**src/rtl/usb_protocol_controller.sv**
```systemverilog
// usb_protocol_controller: full-speed endpoint transaction sequencer driving TX requests, bus direction and status.
module usb_protocol_controller #(
    parameter int TIMEOUT = 255
) (
    input  logic       clk,
    input  logic       rst,
    input  logic [2:0] rx_packet,
    input  logic       tx_done,
    input  logic       buffer_reserved,
    input  logic [6:0] tx_packet_data_size,
    input  logic [6:0] buffer_occupancy,
    output logic       rx_data_ready,
    output logic       rx_transfer_active,
    output logic       rx_error,
    output logic       tx_transfer_active,
    output logic       tx_error,
    output logic       clear,
    output logic [1:0] tx_packet,
    output logic       d_mode
);
    localparam logic [2:0] P_IDLE = 3'd0, P_IN = 3'd1, P_OUT = 3'd2, P_DATA = 3'd3,
                           P_GOOD = 3'd4, P_BAD = 3'd5, P_ACK = 3'd6;
    localparam int CW = $clog2(TIMEOUT + 1);

    typedef enum logic [3:0] {
        S_IDLE, S_RX_CLEAR, S_RX_WAIT, S_RX_RECV, S_RX_ACK, S_RX_DONE, S_RX_NAK,
        S_RX_DROP, S_DROP_NAK, S_TX_DATA, S_TX_WAIT_ACK, S_TX_NAK
    } state_t;

    state_t state, nxt;
    logic [CW-1:0] cnt;
    logic to, waiting, rx_set, tx_set, stray;

    assign to = cnt == CW'(TIMEOUT);
    assign waiting = state inside {S_RX_WAIT, S_RX_RECV, S_RX_DROP, S_TX_WAIT_ACK};
    // anything other than IDLE/DATA while receiving or dropping aborts the transfer
    assign stray = rx_packet != P_IDLE && rx_packet != P_DATA;

    always_ff @(posedge clk) begin
        if (rst) begin
            state    <= S_IDLE;
            cnt      <= '0;
            rx_error <= 1'b0;
            tx_error <= 1'b0;
        end else begin
            state    <= nxt;
            cnt      <= (nxt != state || !waiting) ? '0 : cnt + 1'b1;
            rx_error <= (state == S_IDLE && rx_packet == P_OUT) ? 1'b0 : (rx_set ? 1'b1 : rx_error);
            tx_error <= (state == S_IDLE && rx_packet == P_IN) ? 1'b0 : (tx_set ? 1'b1 : tx_error);
        end
    end

    always_comb begin
        nxt    = state;
        rx_set = 1'b0;
        tx_set = 1'b0;
        case (state)
            S_IDLE:
                if (rx_packet == P_OUT) nxt = buffer_reserved ? S_RX_DROP : S_RX_CLEAR;
                else if (rx_packet == P_IN)
                    nxt = (buffer_occupancy >= tx_packet_data_size && !buffer_reserved) ? S_TX_DATA : S_TX_NAK;
            S_RX_CLEAR: nxt = S_RX_WAIT;
            S_RX_WAIT:
                if (rx_packet == P_DATA) nxt = S_RX_RECV;
                else if (rx_packet != P_IDLE || to) begin
                    nxt    = S_IDLE;
                    rx_set = 1'b1;
                end
            S_RX_RECV:
                if (rx_packet == P_GOOD) nxt = S_RX_ACK;
                else if (rx_packet == P_BAD) begin
                    nxt    = S_RX_NAK;
                    rx_set = 1'b1;
                end else if (stray || to) begin
                    nxt    = S_IDLE;
                    rx_set = 1'b1;
                end
            S_RX_ACK:  nxt = tx_done ? S_RX_DONE : S_RX_ACK;
            S_RX_DONE: nxt = S_IDLE;
            S_RX_NAK:  nxt = tx_done ? S_IDLE : S_RX_NAK;
            S_RX_DROP:
                if (rx_packet == P_GOOD || rx_packet == P_BAD) nxt = S_DROP_NAK;
                else if (stray || to) begin
                    nxt    = S_IDLE;
                    rx_set = 1'b1;
                end
            S_DROP_NAK: nxt = tx_done ? S_IDLE : S_DROP_NAK;
            S_TX_DATA:  nxt = tx_done ? S_TX_WAIT_ACK : S_TX_DATA;
            S_TX_WAIT_ACK:
                if (rx_packet == P_ACK) nxt = S_IDLE;
                else if (rx_packet != P_IDLE || to) begin
                    nxt    = S_IDLE;
                    tx_set = 1'b1;
                end
            S_TX_NAK: nxt = tx_done ? S_IDLE : S_TX_NAK;
            default:  nxt = S_IDLE;
        endcase
    end

    assign rx_data_ready      = state == S_RX_DONE;
    assign rx_transfer_active = state inside {S_RX_CLEAR, S_RX_WAIT, S_RX_RECV, S_RX_ACK, S_RX_NAK, S_RX_DROP, S_DROP_NAK};
    assign tx_transfer_active = state inside {S_TX_DATA, S_TX_WAIT_ACK};
    assign clear              = state == S_RX_CLEAR;
    assign tx_packet          = state == S_TX_DATA ? 2'd1 :
                                state == S_RX_ACK ? 2'd2 :
                                (state inside {S_RX_NAK, S_DROP_NAK, S_TX_NAK}) ? 2'd3 : 2'd0;
    assign d_mode             = state inside {S_RX_ACK, S_RX_NAK, S_DROP_NAK, S_TX_DATA, S_TX_NAK};
endmodule

```
**config.mk**
```make
export PLATFORM = sky130hd
export DESIGN_NAME = usb_protocol_controller
export DESIGN_NICKNAME = d
export VERILOG_FILES = /design/src/rtl/usb_protocol_controller.sv
export SDC_FILE = /design/constraint.sdc
export NUM_CORES = 1
export LEC_CHECK = 0
export ABC_AREA = 1
export ABC_CLOCK_PERIOD_IN_PS = 1500
export BUFFER_PORTS_ARGS = -buffer_cell sky130_fd_sc_hd__buf_4
export CAP_MARGIN = 20
export CORE_MARGIN = 2
export CORE_UTILIZATION = 48
export CTS_BUF_LIST = sky130_fd_sc_hd__clkbuf_16
export DETAILED_ROUTE_END_ITERATION = 8
export PLACE_DENSITY = 0.76
export REMOVE_ABC_BUFFERS = 1
export SLEW_MARGIN = 25
export SYNTH_ARGS = -nofsm -noshare
export SYNTH_HDL_FRONTEND = slang
export SYNTH_SLANG_ARGS = --single-unit
```
**constraint.sdc**
```tcl
create_clock -name clk -period 1.5 [get_ports clk]
set_input_delay 0.225 -clock clk [delete_from_list [all_inputs] [get_ports clk]]
set_output_delay 0.225 -clock clk [all_outputs]
set_load 0.03 [all_outputs]
```
==> impl_metrics.ini <==
[setup_path]
critPathLaunch = state[1]$_SDFF_PP0_
r2r_cells = 8
r2r-end = cnt[0]$_SDFF_PP0_
cpMaxStageDelayCell = dfxtp_4
cp_max_fo = 6
worstPathCellList = inv_2 -> buf_4 -> nand2_1 -> o2111ai_1 -> buf_4
cpMostUsedCell = buf_4
worstPathRequired_ps = 1270
critPathCaptureType = output pin
max_stage_delay_ps = 360
cp.arrival_ps = 1280
r2r_start = state[2]$_SDFF_PP0_
r2r_setup_slack_ps = 50
path_class = register to output pin
crit_path_start_kind = register

[global_route]
grt_pass1_vias = 1171
grt_remaining_overflow = 0
grt_first_pass_wirelength_um = 4710
grt_max_degree = 10
grt_usage_pct = 21.9
antenna_found_initial = 0

[synth]
yosys_warnings = 0
synth_seq_cells = 14
ys_seq_area_share_pct = 23.1
synth_top_area_cell = dfxtp_1
synthDistinctLibCells = 30
async_flop_share_pct = 0
syn_area_mm2 = 0.00121
ys_top_cells_by_area = dfxtp_1 23%, nand2_1 15%, inv_1 8.4%
synth_top_area_share_pct = 23.1
synth_edf_count = 0
syn_area_per_cell_um2 = 6.49
netlist_instances = 187
ys.flop_type = dfxtp_1

[cells_and_area]
drive_gt1_share_pct = 36.4
diodes = 0
fill_cells = 211
area_delta_synth_final_pct = 38.0
final_cells = 258
final_nets = 259

[sta]
hold_viol_final = 0
final_max_slew_viol_count = 0
fmaxAchievable_ghz = 0.663
slew_headroom_pct = 76.1
min_period_ps = 1510
rsz0062_at_grt = yes
finalSetupViolCount = 1
tightest_slew_ps = 356
finalCritPeriodShare_pct = 101
finClkSkew_ps = 0.979
setup_ws_ps = -8.37

[floorplan]
rows = 18
dieArea_mm2 = 0.00295
io_pins = 30
core_area_mm2 = 0.00243
start_util_pct = 49.9
die_w_um = 54.3
die_h_um = 54.3

[placement]
hpwl_um = 2270
place_congestion = 0.838
dp.cells = 251
portBuffers = 29
pre_cts_slack_ps = 28.6

[clock_tree]
clockBufferDepth = 2
root_buffer = clkbuf_16
htreeDepth = 1
cts_hold_buf = 0
clkLatencyLatePin_ps = 240
cts.sinks = 14
clkTransAtPathRegs_ps = 40
numCtsBuffers = 3
cts_tree = done

[worst_hold_path]
worstHoldEndpoint = state[3]$_SDFF_PP0_
min-delay-start = rst
hold_class = input pin to register
hold_depth = 2

[routing]
postRouteAntennaNets = 0
drt-pass1-iter-count = 4
drt_iter0_drc = 30
wl_um = 2990
wl_per_cell_um = 11.6
drc_errors = 0
viasPerCell = 5.00
vias = 1290

[power]
p_total_mw = 1.20
leakagePower_nw = 0.819
p_per_area_mw_per_mm2 = 716
peakVddDrop_mv = 0.814

[status]
violations = negative setup slack
outcome = finished with violations

[run]
maxCapViolCount = 0
## cells in the mapped netlist (3+ instances only)
| cell type | count |
|---|---|
| ha_1 | 8 |
| nand4_1 | 4 |
| dfxtp_1 | 14 |
| nor2_4 | 3 |
| nand2_2 | 3 |
| nand3_1 | 11 |
| nor3_1 | 3 |
| xnor2_1 | 3 |
| inv_2 | 3 |
| o21ai_0 | 3 |
| nor2_2 | 11 |
| nor2_1 | 21 |
| a21oi_1 | 8 |
| inv_1 | 27 |
| nand2_1 | 48 |
## power by group
| group | total, mW | internal (mW) | switching [mW] |
|---|---|---|---|
| clock | 0.483 | 0.347 | 0.136 |
| combinational | 0.317 | 0.135 | 0.182 |
| sequential | 0.399 | 0.383 | 0.0154 |
| total | 1.20 | 0.865 | 0.334 |
## worst max path at each step
stage                         endpoint  slack, ps  depth (start not counted)
CTS                  cnt[0]$_SDFF_PP0_          9                          9
global route         cnt[0]$_SDFF_PP0_        -50                          8
floorplan                 tx_packet[0]       -590                          5
finish              rx_transfer_active         -8                          5
global placement          tx_packet[0]         60                          7
detailed placement        tx_packet[0]         30                          7
## layout by cell type, fill, tap and decap left out, types with 2 or more instances in the layout
| cell | instances |
|---|---|
| o21ai_0 | 2 |
| nand4_1 | 4 |
| inv_1 | 26 |
| nand2_1 | 45 |
| clkbuf_16 | 3 |
| xnor2_1 | 3 |
| buf_4 | 39 |
| nand3_1 | 11 |
| nand2_4 | 3 |
| o21ai_2 | 2 |
| a21oi_1 | 8 |
| inv_2 | 3 |
| ha_1 | 7 |
| dfxtp_2 | 3 |
| nor2_2 | 10 |
| nor2_1 | 18 |
| dfxtp_1 | 8 |
| nor3_1 | 3 |
| nor2_4 | 7 |
| xor2_1 | 2 |
| nand2_2 | 5 |
| dfxtp_4 | 3 |
## critical path: cells and delay by family, from the launching register on
family | cells | cell delay (ps)
AOI/OAI and AO/OA | 1 | 200
DFF | 1 | 360
buffers and inverters | 3 | 390
and+or+nand+nor | 1 | 100
## registers in the layout, summed over array words and instances, names as in the netlist
name      flops
cnt           8
rx_error      1
state         4
tx_error      1
## layout make-up
type,instances,area (µm²),area share [%]
flip-flops and latches,14,295,17.6
inverters,30,115,6.87
well taps,30,37.5,2.24
multi-input cells,142,860,51.3
clock buffers,3,75.1,4.48
repair buffers,39,293,17.5
## timing repair
action	4_1_cts	5_1_grt
pin swaps	1	7
cloned	0	0
endpoints found under the setup margin	11	12
endpoints found under the hold margin	0	0
resized for setup	11	14
setup buffers	2	2
## layer usage
layer	wire length (µm)	GRT usage, %
met1	1250	24.3
met5	0	0
met2	1560	41.6
met3	156	4.10
met4	33	6.67
## cell families after synthesis
kind of cell    synth area share, %
flops                          23.1
xor+xnor                       3.61
simple gates                   43.0
fa+ha+maj                      8.25
buf+inv                        9.90
compound gates                 12.2
## stage by stage
stage	hold WS [ps]	instance area [µm²]	utilization, %	setup TNS, ps
global placement	434	1510	61.9	0
detailed placement	440	1510	61.9	0
CTS	182	1620	66.6	0
finish	190	1680	68.9	-8.37
global route	186	1680	68.9	-351
floorplan	294	1210	-	-1190
(Power assumes the default switching activity.)
